`src/rtl/boreal_vec_seq.sv`:
```
// Purpose: per-lane MAC sequencer; turns a dot-product command into ZERO_ACC, N MACs, optional SCALE/CLAMP.
// Latency: command handshake in cycle 0 -> res_valid in cycle len+3+do_scale+do_clamp (no operand stalls).
// Backpressure: operand stalls freeze the lane (lane_en=0); result held until res_ready, cmd_ready low while busy.
//
// Ports: clk/rst_n (async active-low); cmd_* command channel (valid/ready, params latched at accept);
//        opnd_* int8 operand-pair stream (valid/ready); lane_* control/operands to the SIMD lane,
//        lane_acc accumulator feedback; res_* captured result (valid/ready); busy; perf_stall_cycles.
// Optional: BOREAL_VEC_SEQ_PERF_EN builds the saturating operand-stall counter; otherwise it reads 0.
module boreal_vec_seq #(
    parameter int LEN_W = 16
) (
    input  logic             clk,
    input  logic             rst_n,
    input  logic             cmd_valid,
    output logic             cmd_ready,
    input  logic [LEN_W-1:0] cmd_len,
    input  logic             cmd_do_scale,
    input  logic             cmd_do_clamp,
    input  logic [15:0]      cmd_scale,
    input  logic [15:0]      cmd_zero_pt,
    input  logic [31:0]      cmd_clamp_min,
    input  logic [31:0]      cmd_clamp_max,
    input  logic             opnd_valid,
    output logic             opnd_ready,
    input  logic [7:0]       opnd_a,
    input  logic [7:0]       opnd_b,
    output logic             lane_en,
    output logic [2:0]       lane_op,
    output logic [7:0]       lane_a,
    output logic [7:0]       lane_b,
    output logic [15:0]      lane_scale,
    output logic [15:0]      lane_zero_pt,
    output logic [31:0]      lane_clamp_min,
    output logic [31:0]      lane_clamp_max,
    input  logic [31:0]      lane_acc,
    output logic             res_valid,
    input  logic             res_ready,
    output logic [31:0]      res_data,
    output logic             busy,
    output logic [31:0]      perf_stall_cycles
);

    localparam logic [2:0] OP_NOP   = 3'd0;
    localparam logic [2:0] OP_MAC   = 3'd1;
    localparam logic [2:0] OP_SCALE = 3'd2;
    localparam logic [2:0] OP_CLAMP = 3'd3;
    localparam logic [2:0] OP_ZERO  = 3'd5;

    // POST is split into SCALE and CLAMP states so a skipped op costs no cycle.
    typedef enum logic [2:0] {
        S_IDLE, S_ZERO, S_MAC, S_SCALE, S_CLAMP, S_WAIT, S_OUT
    } state_t;

    state_t             state_q, state_d;
    logic [LEN_W-1:0]   cnt_q;
    logic               do_scale_q, do_clamp_q;
    logic [15:0]        scale_q, zero_pt_q;
    logic [31:0]        clamp_min_q, clamp_max_q;
    logic               res_valid_q;
    logic [31:0]        res_data_q;
    logic               cmd_hs;
    state_t             post_first;

    assign cmd_hs = (state_q == S_IDLE) && cmd_valid;

    // First post-accumulate state; falls through to WAIT when no post op is enabled.
    assign post_first = do_scale_q ? S_SCALE : (do_clamp_q ? S_CLAMP : S_WAIT);

    always_comb begin
        state_d = state_q;
        case (state_q)
            S_IDLE:  if (cmd_valid) state_d = S_ZERO;
            S_ZERO:  state_d = (cnt_q != '0) ? S_MAC : post_first;
            S_MAC:   if (opnd_valid && (cnt_q == LEN_W'(1))) state_d = post_first;
            S_SCALE: state_d = do_clamp_q ? S_CLAMP : S_WAIT;
            S_CLAMP: state_d = S_WAIT;
            S_WAIT:  state_d = S_OUT;
            S_OUT:   if (res_ready) state_d = S_IDLE;
            default: state_d = S_IDLE;
        endcase
    end

    always_ff @(posedge clk or negedge rst_n) begin
        if (!rst_n) begin
            state_q     <= S_IDLE;
            cnt_q       <= '0;
            do_scale_q  <= 1'b0;
            do_clamp_q  <= 1'b0;
            scale_q     <= '0;
            zero_pt_q   <= '0;
            clamp_min_q <= '0;
            clamp_max_q <= '0;
            res_valid_q <= 1'b0;
            res_data_q  <= '0;
        end else begin
            state_q <= state_d;
            if (cmd_hs) begin
                cnt_q       <= cmd_len;
                do_scale_q  <= cmd_do_scale;
                do_clamp_q  <= cmd_do_clamp;
                scale_q     <= cmd_scale;
                zero_pt_q   <= cmd_zero_pt;
                clamp_min_q <= cmd_clamp_min;
                clamp_max_q <= cmd_clamp_max;
            end
            if ((state_q == S_MAC) && opnd_valid) begin
                cnt_q <= cnt_q - LEN_W'(1);
            end
            // The last issued op has landed in lane_acc by the WAIT cycle.
            if (state_q == S_WAIT) begin
                res_data_q  <= lane_acc;
                res_valid_q <= 1'b1;
            end
            if ((state_q == S_OUT) && res_ready) begin
                res_valid_q <= 1'b0;
            end
        end
    end

    always_comb begin
        lane_en = 1'b0;
        lane_op = OP_NOP;
        case (state_q)
            S_ZERO: begin
                lane_en = 1'b1;
                lane_op = OP_ZERO;
            end
            S_MAC: begin
                // Lane only advances on an operand handshake.
                lane_en = opnd_valid;
                lane_op = opnd_valid ? OP_MAC : OP_NOP;
            end
            S_SCALE: begin
                lane_en = 1'b1;
                lane_op = OP_SCALE;
            end
            S_CLAMP: begin
                lane_en = 1'b1;
                lane_op = OP_CLAMP;
            end
            default: begin
                lane_en = 1'b0;
                lane_op = OP_NOP;
            end
        endcase
    end

    assign opnd_ready     = (state_q == S_MAC);
    assign lane_a         = (state_q == S_MAC) ? opnd_a : 8'd0;
    assign lane_b         = (state_q == S_MAC) ? opnd_b : 8'd0;
    assign lane_scale     = scale_q;
    assign lane_zero_pt   = zero_pt_q;
    assign lane_clamp_min = clamp_min_q;
    assign lane_clamp_max = clamp_max_q;
    assign cmd_ready      = (state_q == S_IDLE);
    assign busy           = (state_q != S_IDLE);
    assign res_valid      = res_valid_q;
    assign res_data       = res_data_q;

`ifdef BOREAL_VEC_SEQ_PERF_EN
    logic [31:0] perf_q;

    always_ff @(posedge clk or negedge rst_n) begin
        if (!rst_n) begin
            perf_q <= '0;
        end else if (cmd_hs) begin
            perf_q <= '0;
        end else if ((state_q == S_MAC) && !opnd_valid && (perf_q != 32'hFFFF_FFFF)) begin
            perf_q <= perf_q + 32'd1;
        end
    end

    assign perf_stall_cycles = perf_q;
`else
    assign perf_stall_cycles = 32'd0;
`endif

endmodule

```
`config.mk`:
```
export PLATFORM = sky130hd
export DESIGN_NAME = boreal_vec_seq
export DESIGN_NICKNAME = d
export VERILOG_FILES = /design/src/rtl/boreal_vec_seq.sv
export SDC_FILE = /design/constraint.sdc
export NUM_CORES = 1
export LEC_CHECK = 0
export ABC_AREA = 1
export ABC_CLOCK_PERIOD_IN_PS = 4100
export CAP_MARGIN = 20
export CORE_AREA = 2 2 136 138
export DETAILED_ROUTE_END_ITERATION = 12
export DIE_AREA = 0 0 138 140
export PLACE_DENSITY = 0.84
export RECOVER_POWER = 100
export SLEW_MARGIN = 20
export SYNTH_ARGS = -nofsm -noshare
export SYNTH_HDL_FRONTEND = slang
export SYNTH_SLANG_ARGS = --single-unit
```
`constraint.sdc`:
```
create_clock -name clk -period 4.1 [get_ports clk]
set_input_delay 0.82 -clock clk [delete_from_list [all_inputs] [get_ports clk]]
set_output_delay 0.82 -clock clk [all_outputs]
set_load 0.05 [all_outputs]
```
==> results of run 1 <==
==> cell usage after synthesis <==
master    number
o221ai_1       1
buf_4         33
nor2_1        47
buf_6          5
nand2_2        1
dfrtp_1      150
nand4_1        3
o211ai_1       4
nand3_1       27
clkbuf_1       1
nor4_1         1
a21oi_1        6
o22ai_1        1
ha_1           2
nor2_2         2
nand3_2        2
buf_2         26
inv_1         43
a21boi_0       1
o21ai_1        3
inv_2          4
nand3b_1       2
o21ai_0        9
conb_1         1
nand2_1      456
xor2_1         1
nand2_4        2
nor3_1         2
o21a_1         1
nor2_4         1
==> placed cells by master (no fill, tap or decap), drive strengths merged, types with 6 or more instances in the layout <==
| cell | count |
|---|---|
| dlygate4sd3 | 153 |
| clkbuf | 23 |
| dfrtp | 150 |
| nand2 | 459 |
| conb | 32 |
| nand3 | 29 |
| o21ai | 12 |
| clkdlybuf4s50 | 164 |
| inv | 55 |
| a21oi | 6 |
| nor2 | 50 |
==> where the power goes <==
| part | switching, mW | leakage, nW | internal [mW] |
|---|---|---|---|
| clock | 0.695 | 0.279 | 0.806 |
| sequential | 0.409 | 1.86 | 2.19 |
| combinational | 3.90 | 3.26 | 1.52 |
| total | 5.01 | 5.40 | 4.51 |
==> stage by stage <==
stage	hold slack, ns	std cells	power (mW)	util, %	area [sq um]
global route	0.478	1391	10.1	58.8	10400
finish	0.465	1391	9.52	58.8	10400
CTS	0.440	1390	9.89	59.0	10500
floorplan	0.471	869	6.39	-	6820
global placement	0.453	1358	8.23	55.8	9920
detailed placement	0.459	1358	8.34	55.8	9920
==> kinds of logic after synthesis <==
family,Yosys count
flip-flops,150
adder cells (fa/ha/maj),2
AND/OR/NAND/NOR,546
other,1
XOR/XNOR,1
buffers and inverters,112
AO/OA/AOI/OAI,26
==> final cells by class <==
| cell class | count | area share [%] |
|---|---|---|
| timing repair buffer | 325 | 30.8 |
| clock buffer | 17 | 4.07 |
| sequential | 150 | 35.9 |
| tap | 229 | 2.74 |
| inverter | 47 | 1.70 |
| antenna | 1 | 0.0239 |
| multi-input combinational | 607 | 23.4 |
| clock inverter | 15 | 1.34 |
==> final timing paths <==
check	from	end	slack (ns)	depth (start not counted)
worst max-delay path	cmd_valid	cnt_q[14]$_DFFE_PN0P_	0.50	8
worst min-delay path	res_data[28]$_DFFE_PN0P_	res_data[28]$_DFFE_PN0P_	0.46	2
worst max register to register	state_q[0]$_DFFE_PN0P_	cnt_q[14]$_DFFE_PN0P_	1.00	8
worst min register to register	res_data[28]$_DFFE_PN0P_	res_data[28]$_DFFE_PN0P_	0.46	2
max in group asynchronous	rst_n	lane_clamp_max[12]$_DFFE_PN0P_	1.07	2
min in group asynchronous	rst_n	lane_clamp_max[5]$_DFFE_PN0P_	0.89	1
==> state kept, by name, summed over array words and instances, names as in the netlist <==
| register | flops |
|---|---|
| cnt_q | 16 |
| do_clamp_q | 1 |
| lane_clamp_min | 32 |
| lane_clamp_max | 32 |
| lane_scale | 16 |
| lane_zero_pt | 16 |
| res_valid | 1 |
| do_scale_q | 1 |
| state_q | 3 |
| res_data | 32 |
==> layer usage <==
layer	up-vias	GRT usage, %	routed length, um
li1	3121	-	-
met1	2812	23.1	7790
met2	278	34.5	9480
met3	22	7.15	1680
met4	0	6.44	391
met5	-	0	0
==> worst max-delay path, delay by kind of cell <==
family	cells	cell delay [ns]
AOI/OAI and AO/OA	1	0.29
buffers and inverters	4	2.15
and+or+nand+nor	3	0.66
==> flow_summary.toml, run 1 <==
[clock_network]
clk_path_buf_depth = 2
cts_tree = "yes"
clk_pin_slew_ns = 0.06
clock_latency_ns = 0.42
cts.repair.resized = 0
post_cts_buffers = 0
hold_buffers = 0
cts-htree-levels = 4
cts_made_buffers = 17
clockRootBuffer = "clkbuf_16"
cts_sinks = 150

[power_and_ir_drop]
power.leakage_nw = 5.40
peakVddDrop_uv = 610
power.density_nw_per_um2 = 911

[logic_synthesis]
synthXorXnorAreaFrac_pct = 0.131
synth_top_family_by_area = "simple AND/OR/NAND/NOR gates"
synth.top_cell.area_share_pct = 56.0
synth_compound_area_share_pct = 2.24
avgSynthCellArea_sq_um = 8.00
synth.distinct_cells = 30
synth_area_sq_um = 6700
ys_warn_count = 0
synth-simple-area-share_pct = 32.0
yosys.area_share.adder_pct = 0.373
synthTopCellsByArea = "dfrtp_1, nand2_1, buf_4"
yosys.area.top_type = "dfrtp_1"
synth-seq-cells = 150
synth_mux_area_share_pct = 0
yosysSeqAreaShare_pct = 56.0
synthCells = 838

[final_layout]
drive_gt1_share_pct = 4.05
regArea_sq_um = 3750
n_fill_cell = 1533
multi_input_area_sq_um = 2450
nNetsFinal = 1317
syn2layout_area_growth_pct = 55.9

[floorplan]
dieArea_sq_um = 19300
die_h_um = 140
die_w_um = 138
ioPinCount = 351
placement_rows = 49
start_util_pct = 37.7
core_area_sq_um = 17800

[global_routing]
grt_max_degree = 73
grt_antenna_before_repair = 1
first_global_vias = 6202
grt_pass1_wl_um = 31200
overflow = 0
grtUsageTotal_pct = 19.9

[drt]
route.detailed.wl_per_inst_um = 13.9
dr.first_iter.drc_count = 274
drtAntennaViolNets = 0
wl_um = 19300
dr_total_vias = 6233
viasPerCell = 4.48
drtPass1Iterations = 4
drc = 0

[placed_design]
io_buffers = 318
gp_congestion = 0.878
dpl.hpwl_um = 14000
place_ws_ns = 0.608

[timing]
slew_viol_final = 73
hold_viol = 0
worst_pin_slew_ns = 1.82
rsz0062_at_grt = "no"
fin_skew_ns = 0.0127
setup-tns-final_ns = 0
final.min_clock_period_ns = 3.60
finalSetupViolations = 0
fmax_mhz = 278
post-route-period-util_pct = 87.9
setup_slack_ns = 0.497
slew_headroom_pct = -21.0

[setup_path]
critical_path_required_ns = 4.45
cp_slowest_stage_delay_ns = 0.99
critPathLaunchType = "primary input"
crit_path_cell_trace = "dlygate4sd3_1 -> nand3_4 -> buf_4 -> clkbuf_2 -> nand2_1 -> o21ai_0 -> inv_1 -> nand2_1"
end_kind = "flip-flop"
crit_slowest_cell = "clkbuf_2"
path_class = "in -> reg"
arrival_ns = 3.95
crit_top_cell = "nand2_1"
crit_fanout = 59

[status]
status = "finished with violations"
violations = "capacitance limit, slew limit"

[worst_hold_path]
hold_class = "reg -> reg"

[run]
drv_cap = 1
Power figures use the tool's default switching activity.
==> inputs of run 2 (changes only) <==
--- a/config.mk
+++ b/config.mk
@@ -7,7 +7,6 @@
 export LEC_CHECK = 0
 export ABC_AREA = 1
 export ABC_CLOCK_PERIOD_IN_PS = 4100
-export CAP_MARGIN = 20
 export CORE_AREA = 2 2 136 138
 export DETAILED_ROUTE_END_ITERATION = 12
 export DIE_AREA = 0 0 138 140
==> results of run 2 <==
The final DEF is identical to that of run 1; final timing and power are the same.
